### config.mk
export PLATFORM = sky130hd
export DESIGN_NAME = fm_cmn_bram_rd_00
export DESIGN_NICKNAME = d
export VERILOG_FILES = /design/src/rtl/fm_cmn_bram_rd_00.sv
export SDC_FILE = /design/constraint.sdc
export NUM_CORES = 1
export LEC_CHECK = 0
export ABC_AREA = 1
export BUFFER_PORTS_ARGS = -buffer_cell sky130_fd_sc_hd__buf_2
export CAP_MARGIN = 20
export CORE_UTILIZATION = 58
export CTS_CLUSTER_SIZE = 30
export DETAILED_ROUTE_END_ITERATION = 10
export GPL_ROUTABILITY_DRIVEN = 0
export PLACE_DENSITY = 0.8
export SLEW_MARGIN = 20
export SYNTH_ARGS = -nofsm -noshare
export SYNTH_HDL_FRONTEND = slang
export SYNTH_SLANG_ARGS = --single-unit
### constraint.sdc
create_clock -name clk -period 4.1 [get_ports clk]
set_input_delay 0.82 -clock clk [delete_from_list [all_inputs] [get_ports clk]]
set_output_delay 0.82 -clock clk [all_outputs]
set_load 0.02 [all_outputs]
### src/rtl/fm_cmn_bram_rd_00.sv
// Burst reader for a synchronous-read RAM: walks a wrapping address range and
// delivers the words in order through a 3-entry FIFO with valid/ack handshake.
module fm_cmn_bram_rd_00 #(
  parameter int unsigned P_WIDTH = 32,
  parameter int unsigned P_RANGE = 8
) (
  input  logic               clk,
  input  logic               rst,
  input  logic               i_start,
  input  logic [P_RANGE-1:0] i_addr,
  input  logic [P_RANGE:0]   i_len,
  output logic               o_busy,
  output logic [P_RANGE-1:0] o_ram_ra,
  input  logic [P_WIDTH-1:0] i_ram_rd,
  output logic               o_valid,
  output logic [P_WIDTH-1:0] o_data,
  input  logic               i_ack,
  output logic               o_done
);

  localparam int unsigned FIFO_DEPTH = 3;
  localparam int unsigned PTR_W      = 2;
  localparam int unsigned OCC_W      = 3;
  localparam int unsigned LEN_W      = P_RANGE + 1;

  typedef enum logic [1:0] {
    IDLE  = 2'd0,
    RUN   = 2'd1,
    DRAIN = 2'd2
  } state_t;

  state_t             state, state_nxt;
  logic [P_RANGE-1:0] addr, addr_nxt;
  logic [LEN_W-1:0]   rem, rem_nxt;
  logic               inflight;
  logic [PTR_W-1:0]   cnt, cnt_nxt;
  logic [PTR_W-1:0]   rd_ptr, rd_ptr_nxt;
  logic [PTR_W-1:0]   wr_ptr, wr_ptr_nxt;
  logic [P_WIDTH-1:0] mem [FIFO_DEPTH];
  logic               zdone, zdone_nxt;
  logic               issue, issue_nxt;
  logic               push, pop, last_xfer;
  logic [P_RANGE-1:0] ra_nxt;
  logic [P_WIDTH-1:0] head_nxt, data_nxt;

  function automatic logic [PTR_W-1:0] ptr_inc(input logic [PTR_W-1:0] p);
    return (p == PTR_W'(FIFO_DEPTH - 1)) ? '0 : p + PTR_W'(1);
  endfunction

  // Credit check: the word in flight already owns a FIFO slot.
  assign issue     = (state == RUN) &&
                     ((OCC_W'(cnt) + OCC_W'(inflight)) < OCC_W'(FIFO_DEPTH));
  assign push      = inflight;
  assign pop       = o_valid & i_ack;
  assign last_xfer = (state == DRAIN) && pop && (cnt == PTR_W'(1)) && !inflight;
  assign o_done    = zdone | last_xfer;

  always_ff @(posedge clk) begin
    if (rst) begin
      state <= IDLE;
    end else begin
      state <= state_nxt;
    end
  end

  always_comb begin
    state_nxt = state;
    addr_nxt  = addr;
    rem_nxt   = rem;
    zdone_nxt = 1'b0;
    case (state)
      IDLE: begin
        if (i_start) begin
          if (i_len == '0) begin
            zdone_nxt = 1'b1;
          end else begin
            state_nxt = RUN;
            addr_nxt  = i_addr;
            rem_nxt   = i_len;
          end
        end
      end
      RUN: begin
        if (issue) begin
          addr_nxt = addr + P_RANGE'(1);
          rem_nxt  = rem - LEN_W'(1);
          if (rem == LEN_W'(1)) begin
            state_nxt = DRAIN;
          end
        end
      end
      DRAIN: begin
        if (last_xfer) begin
          state_nxt = IDLE;
        end
      end
      default: state_nxt = IDLE;
    endcase
  end

  // FIFO bookkeeping and registered head/valid for the next cycle.
  always_comb begin
    rd_ptr_nxt = pop  ? ptr_inc(rd_ptr) : rd_ptr;
    wr_ptr_nxt = push ? ptr_inc(wr_ptr) : wr_ptr;
    cnt_nxt    = cnt;
    if (push && !pop) begin
      cnt_nxt = cnt + PTR_W'(1);
    end else if (pop && !push) begin
      cnt_nxt = cnt - PTR_W'(1);
    end
    head_nxt = (push && (wr_ptr == rd_ptr_nxt)) ? i_ram_rd : mem[rd_ptr_nxt];
    data_nxt = (cnt_nxt != '0) ? head_nxt : o_data;
  end

  // Read address is decided one cycle early so o_ram_ra can be a plain register.
  always_comb begin
    issue_nxt = (state_nxt == RUN) &&
                ((OCC_W'(cnt_nxt) + OCC_W'(issue)) < OCC_W'(FIFO_DEPTH));
    ra_nxt    = issue_nxt ? addr_nxt : o_ram_ra;
  end

  always_ff @(posedge clk) begin
    if (rst) begin
      addr     <= '0;
      rem      <= '0;
      inflight <= 1'b0;
      cnt      <= '0;
      rd_ptr   <= '0;
      wr_ptr   <= '0;
      zdone    <= 1'b0;
      o_busy   <= 1'b0;
      o_valid  <= 1'b0;
      o_data   <= '0;
      o_ram_ra <= '0;
    end else begin
      addr     <= addr_nxt;
      rem      <= rem_nxt;
      inflight <= issue;
      cnt      <= cnt_nxt;
      rd_ptr   <= rd_ptr_nxt;
      wr_ptr   <= wr_ptr_nxt;
      zdone    <= zdone_nxt;
      o_busy   <= (state_nxt != IDLE);
      o_valid  <= (cnt_nxt != '0);
      o_data   <= data_nxt;
      o_ram_ra <= ra_nxt;
    end
  end

  always_ff @(posedge clk) begin
    if (push) begin
      mem[wr_ptr] <= i_ram_rd;
    end
  end

endmodule

## Word-level counts from Yosys, hierarchy flattened

Memory sizes are Yosys's and may differ from the RTL's. A register that Yosys moved wholly into a read port is not among the register bits.
Index checks and enable logic that the tools add are counted.

| word-level totals | value |
|---|---|
| register bits after elaboration | 37 |
| RAM bits | 96 |
| input port bits | 53 |
| output and inout bits | 43 |
| logic and storage cells | 74 |
| memories | 1 |

| operators by class | value |
|---|---|
| add/subtract/negate cells | 8 |
| $lt $le $gt $ge | 2 |
| equality and inequality tests | 10 |
| mux-type cells | 22 |
| bitwise logic cells | 4 |
| reduce and logical (&&, ||, !) cells | 16 |

Memory list:

| memory | depth | bits a word | read ports | clocked after Yosys merged registers in | write ports | line | source |
|---|---|---|---|---|---|---|---|
| mem | 3 | 32 | 1 | 1 | 1 | 39 | `logic [P_WIDTH-1:0] mem [FIFO_DEPTH];` |

Operators by type and width:

| kind | count |
|---|---|
| 9-bit 2-to-1 mux | 3 |
| 8-bit 2-to-1 mux | 3 |
| 2-bit 2-to-1 mux | 10 |
| 9-bit case mux with 2 select lines | 1 |
| 8-bit case mux with 2 select lines | 1 |
| 9-bit by 1-bit == test with 1-bit output, second input constant | 1 |
| 9-bit zero test | 1 |
| 9-bit by 1-bit subtractor with 9-bit output, second input constant | 1 |
| 8-bit by 1-bit adder with 8-bit output, second input constant | 1 |
| 1-bit logical AND | 7 |
| 2-bit by 1-bit adder with 2-bit output, second input constant | 3 |
| 2-bit by 1-bit adder with 3-bit output | 2 |
| 2-bit by 1-bit == test with 1-bit output, second input constant | 3 |
| 2-bit == test, second input constant | 3 |
| 3-bit by 2-bit < comparator with 1-bit output, second input constant | 2 |
| 2-bit inequality test, second input constant | 3 |
| 2-bit case mux with 3 select lines | 1 |
| 2-bit nonzero test | 3 |
| 4-bit AND reduction | 1 |
| 1-bit 2-to-1 mux | 3 |
| 3-bit OR reduction | 1 |
| 1-bit zero test | 2 |
| 2-bit zero test | 1 |
| 1-bit inverter | 2 |
| other kinds (3) | 3 |

## Depth between registers and ports, before layout

| depth | value |
|---|---|
| word-level depth | 8 |
| gate-level depth with buffers | 14 |
| depth with buffers taken out | 14 |

## Worst setup path after synthesis

No wires, ideal clock.

| path | value |
|---|---|
| kind | register -> register |
| start point | reg inflight |
| end point | mem mem[0][0], enable pin |
| library setup time | 0.464 ns |
| arrival time | 2.821 ns |
| data required time | 3.636 ns |
| slack | 0.815 ns |
| cell stages (with the launch flop) | 3 |
| buffers on the path | 0 |
| clock period less this slack | 3.285 ns |
| cell sequence | dfxtp_1 > inv_1 > nor3_1 |

| between the ends | value |
|---|---|
| longest elaborated chain between the ends | 2 |

Ends and longest elaborated chain:

| element | line | source |
|---|---|---|
| from (decl) | 35 | `logic inflight;` |
| from (signal assigned) | 138 | `inflight <= issue;` |
| 1-bit 2-to-1 mux | 151 | `if (push) begin` |
| 1-bit 2-to-1 mux (not written as such) | 152 | `mem[wr_ptr] <= i_ram_rd;` |
| to (decl) | 39 |  |

No other way between the ends.

## Final worst setup path

| path | value |
|---|---|
| start point | reg inflight |
| end point | reg o_ram_ra[7] |

| between the ends | value |
|---|---|
| longest elaborated chain between the ends | 7 |
| elaborated cells between the ends (all ways) | 18 |
| classes of those cells | add/sub: 2; order compare: 2; eq/ne: 1; mux: 7; reduce/logical: 6 |

Ends and longest elaborated chain:

| element | line | source |
|---|---|---|
| branches (longest 7 deep; another with 2-bit by 1-bit adder with 3-bit output) | - |  |
| to (signal assigned) | 146 | `o_ram_ra <= ra_nxt;` |
| to (decl) | 13 | `output logic [P_RANGE-1:0] o_ram_ra,` |

Parallel ways; which one is timed is not known.
A chain may end at the register's enable or synchronous reset.

==> impl_results.html <==
<table>
<tr><th>Metric</th><th>Value</th></tr>
<tr><th colspan="2">Clock network</th></tr>
<tr><td>Root cell of the clock tree</td><td>sky130_fd_sc_hd__clkbuf_16</td></tr>
<tr><td>Count of clock tree sinks</td><td>between 150 and 200</td></tr>
<tr><td>Total clock buffers created by CTS</td><td>17</td></tr>
<tr><td>Post-cts gate resize count</td><td>0</td></tr>
<tr><td>Buffers inserted during post-CTS setup optimization</td><td>0</td></tr>
<tr><td>Clock transition at path regs</td><td>approximately 60 ps</td></tr>
<tr><td>TritonCTS clock tree</td><td>yes</td></tr>
<tr><td>Number of buffers on the longest clock path</td><td>2</td></tr>
<tr><td>Insertion delay of the later-clocked pin in the worst-skew pair</td><td>approximately 430 ps</td></tr>
<tr><td>H-tree depth</td><td>4</td></tr>
<tr><td>Number of hold buffers added after cts</td><td>0</td></tr>
<tr><th colspan="2">Route</th></tr>
<tr><td>Remaining antenna violation count</td><td>0</td></tr>
<tr><td>Wire per inst</td><td>around 16 um</td></tr>
<tr><td>Violation count after the first detailed-routing iteration</td><td>between 500 and 600</td></tr>
<tr><td>Count of TritonRoute iterations in the first routing pass</td><td>5</td></tr>
<tr><td>DRT Wirelength</td><td>approximately 17000 um</td></tr>
<tr><td>Number of vias after detailed routing</td><td>just under 6000</td></tr>
<tr><td>Via density</td><td>between 5 and 6</td></tr>
<tr><td>DRC errors left</td><td>0</td></tr>
<tr><th colspan="2">Timing</th></tr>
<tr><td>Setup TNS after final layout</td><td>0 ps</td></tr>
<tr><td>Number of setup violations in the final report</td><td>0</td></tr>
<tr><td>Hold WS</td><td>447.6 ps</td></tr>
<tr><td>Fin. Hold Viols</td><td>0</td></tr>
<tr><td>Worst slew slack as a fraction of its limit</td><td>0.3153</td></tr>
<tr><td>Pins Over Slew Limit</td><td>0</td></tr>
<tr><td>Portion of the clock cycle consumed by the worst path in the final layout</td><td>0.6917</td></tr>
<tr><td>Setup skew after layout</td><td>about 6.4 ps</td></tr>
<tr><td>Worst slew pin tran</td><td>1025 ps</td></tr>
<tr><td>Post-route minimum period</td><td>2836 ps</td></tr>
<tr><td>Unrepaired setup endpoints after global routing</td><td>no</td></tr>
<tr><td>Achievable frequency</td><td>~0.35 GHz</td></tr>
<tr><th colspan="2">Worst setup path</th></tr>
<tr><td>CP Data Required Time</td><td>between 4000 and 5000 ps</td></tr>
<tr><td>Start-to-end type of the worst setup path</td><td>reg -&gt; reg</td></tr>
<tr><td>Cell seen most often among critical-path stages</td><td>sky130_fd_sc_hd__ha_1</td></tr>
<tr><td>Slowest library cell on the worst path</td><td>sky130_fd_sc_hd__dfxtp_1</td></tr>
<tr><td>Largest fanout on the critical path</td><td>13</td></tr>
<tr><td>Slowest cell delay on critical path</td><td>roughly 520 ps</td></tr>
<tr><td>Arr. time, crit path</td><td>approximately 3200 ps</td></tr>
<tr><td>Kind of end point of the critical path</td><td>flop</td></tr>
<tr><td>Ordered cell list for the critical path</td><td>ha_1 &gt; ha_1 &gt; nand2_1 &gt; nand2_1 &gt; nor2_2 &gt; ha_1 &gt; ha_1 &gt; a21oi_1 &gt; nand2_2 &gt; inv_2 &gt; o21ai_0 &gt; nor2_1</td></tr>
<tr><td>Startpoint type of the worst setup path</td><td>flop</td></tr>
<tr><th colspan="2">Synth</th></tr>
<tr><td>Synth Area in Compound Gates</td><td>0.07486</td></tr>
<tr><td>Share of flip-flops with an asynchronous set or reset</td><td>0</td></tr>
<tr><td>Post-synthesis simple-gate area fraction</td><td>0.2629</td></tr>
<tr><td>Adder-cell share of the synthesized area</td><td>0.01367</td></tr>
<tr><td>Largest family of logic cells by synthesized area</td><td>simple AND/OR/NAND/NOR gates</td></tr>
<tr><td>Combined area of all synthesized cells</td><td>roughly 7300 um2</td></tr>
<tr><td>Top cell type's share of synthesized area</td><td>0.3938</td></tr>
<tr><td>Main synth FF type</td><td>sky130_fd_sc_hd__edfxtp_1</td></tr>
<tr><td>Dominant cell type by area after synthesis</td><td>sky130_fd_sc_hd__edfxtp_1</td></tr>
<tr><td>Proportion of synthesized area in mux cells</td><td>0</td></tr>
<tr><td>Sequential element share of the synthesized area</td><td>0.5825</td></tr>
<tr><td>XOR/XNOR share of the synthesized area</td><td>0.006153</td></tr>
<tr><td>Unique masters post-synth</td><td>37</td></tr>
<tr><td>Total of flip-flops plus latches after synthesis</td><td>between 150 and 200</td></tr>
<tr><td>Number of enable flip-flop cells after synthesis</td><td>96</td></tr>
<tr><td>Gate count after technology mapping</td><td>between 700 and 800</td></tr>
<tr><td>Synth warn</td><td>0</td></tr>
<tr><td>Largest cells by area after synthesis</td><td>sky130_fd_sc_hd__edfxtp_1 (39%), sky130_fd_sc_hd__dfxtp_1 (19%), sky130_fd_sc_hd__nand2_1 (9.1%)</td></tr>
<tr><td>Post-Syn Nets</td><td>approximately 840</td></tr>
<tr><td>Syn_area_per_cell</td><td>9.362 um2</td></tr>
<tr><th colspan="2">GRT</th></tr>
<tr><td>Wire length of the first global-routing pass</td><td>roughly 28000 um</td></tr>
<tr><td>Via count of the first global-routing pass</td><td>between 5000 and 6000</td></tr>
<tr><td>Largest net degree at the start of global routing</td><td>44</td></tr>
<tr><td>Number of antenna violations at the first check in global routing</td><td>0</td></tr>
<tr><td>Total Routing Usage GR</td><td>0.2812</td></tr>
<tr><td>Remaining Overflow, GRT</td><td>0</td></tr>
<tr><th colspan="2">Cells and area</th></tr>
<tr><td>Antenna cells</td><td>0</td></tr>
<tr><td>Final-stage net count</td><td>930</td></tr>
<tr><td>Area of the multi-input gates</td><td>2633 um2</td></tr>
<tr><td>Number of fill cells in the layout</td><td>925</td></tr>
<tr><td>Fraction of final layout cells with drive strength greater than 1</td><td>0.2018</td></tr>
<tr><td>Relative area change from synthesis to final layout</td><td>15.78%</td></tr>
<tr><td>Util after Layout</td><td>0.6969</td></tr>
<tr><td>Sequential cell area</td><td>4264 um2</td></tr>
<tr><th colspan="2">Floorplan</th></tr>
<tr><td>Row Count</td><td>40</td></tr>
<tr><td>Core area</td><td>approximately 12000 um2</td></tr>
<tr><td>Horizontal die dimension</td><td>between 100 and 150 um</td></tr>
<tr><td>Initial Utilization</td><td>0.6020</td></tr>
<tr><td>Vertical die dimension</td><td>between 100 and 150 um</td></tr>
<tr><td>Die outline area</td><td>~13000 um2</td></tr>
<tr><td>I/O Pins</td><td>96</td></tr>
<tr><th colspan="2">Power and ir drop</th></tr>
<tr><td>Leakage power total</td><td>between 3 and 4 nW</td></tr>
<tr><td>Internal power summed over all cells</td><td>3.383 mW</td></tr>
<tr><td>Seq pwr share</td><td>0.403</td></tr>
<tr><td>Combinational fraction of design power</td><td>0.305</td></tr>
<tr><td>Worst supply voltage drop on vdd</td><td>0.3564 mV</td></tr>
<tr><td>P_sw</td><td>1.862 mW</td></tr>
<tr><td>Switching Share</td><td>0.3550</td></tr>
<tr><td>Total design power</td><td>about 5.2 mW</td></tr>
<tr><td>Share of total power in the clock network</td><td>0.292</td></tr>
<tr><td>Power Dens Cells</td><td>just over 600 nW/um2</td></tr>
<tr><th colspan="2">Hold path</th></tr>
<tr><td>Worst min-delay path class</td><td>reg -&gt; reg</td></tr>
<tr><th colspan="2">Status</th></tr>
<tr><td>Outcome</td><td>finished clean</td></tr>
<tr><th colspan="2">Placement</th></tr>
<tr><td>HPWL reported at the end of detailed placement</td><td>roughly 10000 um</td></tr>
<tr><td>Number of I/O port buffers</td><td>95</td></tr>
<tr><th colspan="2">Flow run</th></tr>
<tr><td>Max_cap viols</td><td>0</td></tr>
</table>
cell families after synthesis:
family	after synthesis
and+or+nand+nor	414
DFF	165
buffers and inverters	100
AOI/OAI and AO/OA	92
adders and majority gates	8
xor gates and xnor gates	3
Yosys cell counts (2+ instances only):
cell and number:
sky130_fd_sc_hd__nand2_1 178, sky130_fd_sc_hd__nand3_1 107, sky130_fd_sc_hd__edfxtp_1 96, sky130_fd_sc_hd__dfxtp_1 69, sky130_fd_sc_hd__inv_1 57, sky130_fd_sc_hd__nor2_1 54
sky130_fd_sc_hd__o21ai_0 24, sky130_fd_sc_hd__o211ai_1 23, sky130_fd_sc_hd__a21oi_1 21, sky130_fd_sc_hd__nand3b_1 21, sky130_fd_sc_hd__clkbuf_1 17, sky130_fd_sc_hd__buf_2 15
sky130_fd_sc_hd__o21ai_1 15, sky130_fd_sc_hd__or2_2 15, sky130_fd_sc_hd__ha_1 8, sky130_fd_sc_hd__nor3_1 8, sky130_fd_sc_hd__nand2_2 7, sky130_fd_sc_hd__or2_1 7
sky130_fd_sc_hd__buf_6 6, sky130_fd_sc_hd__inv_2 5, sky130_fd_sc_hd__nand4_1 5, sky130_fd_sc_hd__a31oi_1 3, sky130_fd_sc_hd__nor2_2 3, sky130_fd_sc_hd__nor2_4 3
sky130_fd_sc_hd__nand2_4 2, sky130_fd_sc_hd__nand3_2 2
per-stage QoR:
step	setup slack, ps	instance area (um2)	instances
after global placement	1041	7910	1018
after floorplan	815.4	7321	782
after detailed placement	980.4	7910	1018
after global routing	1035	8476	1050
final	1264	8476	1050
after CTS	1293	8476	1050
placed cells by master, fill, tap and decap left out, drive strengths merged, types with 8 or more instances in the layout:
| master | instances |
|---|---|
| nor3 | 8 |
| nand3 | 109 |
| o21ai | 40 |
| clkbuf | 18 |
| inv | 64 |
| nand2 | 187 |
| or2 | 23 |
| a21oi | 22 |
| edfxtp | 96 |
| dfxtp | 69 |
| nand3b | 21 |
| ha | 8 |
| nor2 | 60 |
| o211ai | 23 |
| buf | 106 |
area by class of cell:
type | count | share of cell area
Clock buffer | 18 | 0.05063
Clock inverter | 14 | 0.01609
Inverter | 62 | 0.02746
Multi-Input combinational cell | 517 | 0.3106
Sequential cell | 165 | 0.5031
Tap cell | 168 | 0.02480
Timing Repair Buffer | 106 | 0.06732
path summary, 6_finish.rpt:
check        startpoint           to  slack [ps]  cells past startpoint
min          o_data[17]   o_data[17]         450                      2
min reg2reg  o_data[17]   o_data[17]         450                      2
max reg2reg    inflight  o_ram_ra[7]        1260                     12
max            inflight  o_ram_ra[7]        1260                     12
sequential cells by signal, indices dropped and copies added (netlist names), 2 cells and up:
register  flops
mem          96
o_data       32
rem           9
addr          8
o_ram_ra      8
cnt           2
rd_ptr        2
state         2
wr_ptr        2
critical path, delay by kind of cell, from the launching register on:
family | cells | cell delay, ps
buffers and inverters | 1 | 170
flip-flops | 1 | 520
AO/OA/AOI/OAI | 2 | 280
AND/OR/NAND/NOR | 5 | 850
adder cells (fa/ha/maj) | 4 | 950
power by group through the flow:
stage | sequential, mW | combinational, mW | clock (mW)
after detailed placement | 2.14 | 1.59 | 0
final | 2.11 | 1.60 | 1.53
after CTS | 2.11 | 1.60 | 1.54
after global placement | 2.13 | 1.55 | 0
after floorplan | 2.33 | 0.934 | 0
after global routing | 2.13 | 1.77 | 1.61
routing by layer:
layer / up-vias / track usage / share of wire / routed length, um
met4: 0 / 0.1030 / 0.019 / 334
met1: 2816 / 0.3534 / 0.41 / 7024
met2: 254 / 0.4780 / 0.50 / 8652
met3: 27 / 0.06247 / 0.068 / 1170
met5: - / 0 / 0 / 0
li1: 2817 / - / - / -
Note: power is estimated with default switching activity, not from simulation.
